### src/rtl/imem_sync.sv
// imem_sync: byte-addressed instruction memory, big-endian word fetch over valid/ready.
// Define IMEM_ALIGN_CHECK_EN to zero misaligned fetches and flag them on rsp_err.
module imem_sync #(
  parameter int ADDR_BUS_WIDTH = 5,
  parameter int DATA_BUS_WIDTH = 32,
  parameter int WAIT_STATES    = 0
) (
  input  logic                      clk,
  input  logic                      rst_n,
  input  logic                      req_valid,
  output logic                      req_ready,
  input  logic [ADDR_BUS_WIDTH-1:0] req_addr,
  output logic                      rsp_valid,
  input  logic                      rsp_ready,
  output logic [DATA_BUS_WIDTH-1:0] rsp_data,
  output logic                      rsp_err,
  input  logic                      load_en,
  input  logic [ADDR_BUS_WIDTH-1:0] load_addr,
  input  logic [7:0]                load_data
);

  localparam int DEPTH = 2 ** ADDR_BUS_WIDTH;
  localparam int LANES = DATA_BUS_WIDTH / 8;

  typedef logic [ADDR_BUS_WIDTH-1:0] addr_t;
  typedef enum logic [1:0] {
    IDLE,
    WAIT,
    RESP
  } state_e;

  state_e                    state_q, state_d;
  logic [3:0]                cnt_q, cnt_d;
  addr_t                     addr_q, addr_d;
  logic [DATA_BUS_WIDTH-1:0] data_q, data_d;
  logic                      err_q, err_d;

  logic                      accept;
  addr_t                     rd_addr;
  logic [DATA_BUS_WIDTH-1:0] word;
  logic [DATA_BUS_WIDTH-1:0] cap_data;
  logic                      err_cap;

  logic [7:0] mem [DEPTH] = '{default: 8'h00};

  // Storage is never reset; loads are ignored only while rst_n is low.
  always_ff @(posedge clk) begin
    if (rst_n && load_en) begin
      mem[load_addr] <= load_data;
    end
  end

  assign req_ready = rst_n &&
                     (state_q == IDLE ||
                      (state_q == RESP && rsp_ready));
  assign accept    = req_valid && req_ready;
  assign rd_addr   = (state_q == WAIT) ? addr_q : req_addr;

  always_comb begin
    word = '0;
    for (int i = 0; i < LANES; i++) begin
      word[DATA_BUS_WIDTH-1-8*i -: 8] =
        mem[rd_addr + addr_t'(i)];
    end
  end

`ifdef IMEM_ALIGN_CHECK_EN
  localparam addr_t ALIGN_MASK =
    addr_t'((1 << $clog2(LANES)) - 1);
  assign err_cap = (rd_addr & ALIGN_MASK) != '0;
`else
  assign err_cap = 1'b0;
`endif

  assign cap_data = err_cap ? '0 : word;

  always_comb begin
    state_d = state_q;
    cnt_d   = cnt_q;
    addr_d  = addr_q;
    data_d  = data_q;
    err_d   = err_q;
    if (accept) begin
      addr_d = req_addr;
      if (WAIT_STATES == 0) begin
        state_d = RESP;
        data_d  = cap_data;
        err_d   = err_cap;
      end else begin
        state_d = WAIT;
        cnt_d   = 4'(WAIT_STATES);
      end
    end else if (state_q == RESP && rsp_ready) begin
      state_d = IDLE;
    end else if (state_q == WAIT) begin
      if (cnt_q == 4'd1) begin
        state_d = RESP;
        cnt_d   = '0;
        data_d  = cap_data;
        err_d   = err_cap;
      end else begin
        cnt_d = cnt_q - 4'd1;
      end
    end
  end

  always_ff @(posedge clk or negedge rst_n) begin
    if (!rst_n) begin
      state_q <= IDLE;
      cnt_q   <= '0;
      addr_q  <= '0;
      data_q  <= '0;
      err_q   <= 1'b0;
    end else begin
      state_q <= state_d;
      cnt_q   <= cnt_d;
      addr_q  <= addr_d;
      data_q  <= data_d;
      err_q   <= err_d;
    end
  end

  assign rsp_valid = (state_q == RESP);
  assign rsp_data  = data_q;
  assign rsp_err   = err_q;

endmodule

### config.mk
export PLATFORM = sky130hd
export DESIGN_NAME = imem_sync
export DESIGN_NICKNAME = d
export VERILOG_FILES = /design/src/rtl/imem_sync.sv
export SDC_FILE = /design/constraint.sdc
export NUM_CORES = 1
export LEC_CHECK = 0
export ABC_AREA = 1
export BUFFER_PORTS_ARGS = -buffer_cell sky130_fd_sc_hd__buf_2
export CAP_MARGIN = 20
export CORE_ASPECT_RATIO = 0.5
export CORE_MARGIN = 5
export CORE_UTILIZATION = 30
export CTS_CLUSTER_SIZE = 30
export DETAILED_ROUTE_END_ITERATION = 8
export GPL_TIMING_DRIVEN = 0
export PLACE_DENSITY = 0.56
export SYNTH_ARGS = -nofsm -noshare
export SYNTH_HDL_FRONTEND = slang
export SYNTH_SLANG_ARGS = --single-unit
### constraint.sdc
create_clock -name clk -period 3 [get_ports clk]
set_input_delay 0.6 -clock clk [delete_from_list [all_inputs] [get_ports clk]]
set_output_delay 0.6 -clock clk [all_outputs]
set_load 0.01 [all_outputs]
==> results.md <==
- Dominant synthesized flop cell: edfxtp_1
- Inst Count DP: ~3000
- Worst-Skew Late Latency: approximately 0.62 ns
- Setup-failing EPs final: 89
- Die extent in y: approximately 180 um
- R2R setup slack: between 1 and 1.5 ns
- Status: finished with violations
- CP Launch Point: req_addr[1]
- Final slew viol count: 0
- Lkg Pwr: 8.17 nW
- DR vias: 18700
- Reg2reg end: rsp_data[8]
- Clock power share: between 30 and 40%
- Commonest cells post-synth: nand3_1, nand2_1, edfxtp_1
- Internal Power: 7.66 mW
- WS Path Type: primary input to flip-flop
- CP endpoint: rsp_data[8]
- Final worst slack: -0.160 ns
- Clock skew: 0.0162 ns
- Tot Pwr: 11.7 mW
- P_sw: 4.00 mW
- WL/cell: 35.3 um
- Layout cell share with drive strength beyond 1: 13.0%
- Post_cts resized: 32
- Initial antenna violation count: 7
- Hold Slack: 0.0622 ns
- CTS Hold Buffers Added: 0
- GR peak layer: met1
- Pre-CTS setup slack: -1.65 ns
- CTS tree: done
- Netlist Area Pre-Place: approximately 17000 um^2
- Post-synth top area share: 44.3%
- Vias per cell: 6.07
- Die W: between 300 and 400 um
- Post-CTS Setup Inserts: 0
- Violated checks: negative setup slack
- Setup crit end kind: flip-flop
- Synth unique cells: 24
- HPWL after DPL: 80000 um
- Cell with the most instances after synthesis: nand3_1
- Met1 Use GR: 50.4%
- Largest net degree at the start of global routing: 36
- Critical-path cell list: buf_2 > inv_2 > buf_4 > buf_4 > ha_1 > clkbuf_2 > nand3_1 > nand3_1 > nand3_1 > nand2_1 > nand2_1 > nand2_1
- H-tree Lvls: 1
- Initial Util: 30.3%
- GR Util met2: 41.2%
- FP Rows: 62
- Routability cong.: 1.09
- Synth warn: 0
- Core area: about 57000 um^2
- Reg-to-Reg Start: mem[19][0]
- Crit path time final: 3.16 ns
- Clock transition at the registers of the reported paths: 0.07 ns
- Fin crit share: 105%
- Filler cells: 6035
- Pwr dens: approximately 590 nW/um^2
- Syn Area/Cell: slightly below 8 um^2
- Gr usage total: 33.4%
- Port-buffer cells: 54
- Final core occ: 34.5%
- Max_cap viols: 0
- Switching Fraction: 34.3%
- Full die area: roughly 63000 um^2
- Max Fclk: roughly 320 MHz
- # IOs: 58
- Seq pwr share: 39.2%
- Met3 usage: 15.4%
- Peak supply drop: 0.359 mV
- Setup TNS: -5.45 ns
- Vias in the first global route: 16900
- Worst r2r path cells: 8
- Crit start category: primary input
- Tightest Pin Transition: 1.21 ns
- Final ANT Viol Nets: 0
- Post-Layout Cell Count: a little over 3000
- Clock sinks: 289
- Slew HR: between 15 and 20%
- Combinational Power Share: 23.8%
- Initial DRT Pass Iterations: 6
- Asr flop ratio synth: a little under an eighth
- Worst-path fanout max: 11
- CTS buffer count: 30
- Max clock buf depth: 3
- CP required: 3.56 ns
- Leading area contributor after synthesis: edfxtp_1
- Sequential share of the synthesized area: 49.1%
- CTS root buffer: clkbuf_16
- Wirelength, routed: 109000 um
- Critical path data arrival time: 3.72 ns
- Setup repair after global routing missed its margin: true
- Yosys reg bits: 289
- DRC errors left: 0
- Post-Layout Inst Area: between 15000 and 20000 um^2
- Largest stage delay, worst path: 0.60 ns
- Drt initial violations: 3830
- Synth Instances: ~2200
- Area after DPL: 18600 um^2
- Post-synth EDFFs: between 200 and 300
- CP max stage cell: ha_1
- Final-stage net count: roughly 2300
- Hold crit path type: primary input to async pin
- Area contributors post-synth: edfxtp_1, nand3_1, nand2_1
- Final Hold Fails: 0
- Grt ovf: 0
- Area growth from synthesis to layout: 14.1%
- Syn_nets: 2225
- First-pass GRT wire length: approximately 140000 um
==> worst max-delay path: cells and delay by family <==
| kind | cells | cell delay [ns] |
|---|---|---|
| buffers and inverters | 5 | 1.38 |
| adders and majority gates | 1 | 0.60 |
| and+or+nand+nor | 6 | 1.08 |
==> routing by layer <==
layer	vias up	part of all wire, %
li1	7836	-
met1	9025	44
met2	1568	36
met3	235	17
met4	6	3.3
met5	-	0.30
==> sequential cells by signal (all words and copies together), names as in the netlist <==
name / flops
rsp_data: 32
state_q: 1
mem: 256
==> cell type report <==
class	instances	area (um^2)	area share [%]
antenna	1	2.50	0.0126
buffer	152	940	4.75
clock buffer	37	798	4.03
clock inverter	18	287	1.45
inverter	34	138	0.695
multi-input combinational	1722	7890	39.9
sequential	289	8510	43.0
tap	768	961	4.85
timing repair buffer	54	270	1.36
==> worst min path at each step <==
stage	start	end	slack (ns)	cells past startpoint
final	rst_n	rsp_data[3]	0.06	1
after global routing	rst_n	rsp_data[2]	0.15	1
after CTS	rst_n	rsp_data[6]	0.1	1
after detailed placement	rsp_data[15]	rsp_data[15]	0.46	2
after global placement	rsp_data[2]	rsp_data[2]	0.46	2
after floorplan	rst_n	rsp_data[0]	0.30	0
==> cells by family after synthesis <==
| group | Yosys count | synth area share, % |
|---|---|---|
| AOI/OAI and AO/OA | 43 | 1.25 |
| other | 1 | 0.0216 |
| and+or+nand+nor | 1668 | 42.7 |
| buffers and inverters | 187 | 5.75 |
| xor gates and xnor gates | 6 | 0.952 |
| DFF | 289 | 49.1 |
| adders and majority gates | 4 | 0.288 |
==> cells in the final DEF (no fill, tap or decap) <==
master / count
bufinv_16: 7
nand2_1: 747
clkbuf_16: 31
clkbuf_2: 4
clkinv_1: 2
xor2_4: 6
buf_2: 129
nor2_1: 17
ha_1: 4
or2_2: 7
clkinvlp_4: 2
o21ai_0: 7
buf_6: 9
nand2_4: 1
nor2_4: 1
inv_4: 4
diode_2: 1
a21oi_1: 35
o21a_1: 1
nand3_1: 867
buf_1: 5
inv_2: 11
clkbuf_1: 11
inv_1: 19
clkbuf_4: 8
conb_1: 1
nand2_2: 8
dfrtp_1: 33
and2_1: 1
edfxtp_1: 256
buf_4: 46
nor2_2: 17
clkinv_2: 2
inv_6: 5
nand3_2: 2
==> power groups by stage <==
stage	clock network (mW)	registers, mW	logic [mW]
6_report	4.31	4.57	2.78
2_1_floorplan	0	4.70	1.21
5_1_grt	4.49	4.59	2.81
3_3_place_gp	0	4.65	2.57
3_5_place_dp	0	4.65	2.56
4_1_cts	4.34	4.57	2.58
No activity file was read; power rests on OpenSTA's default activity.
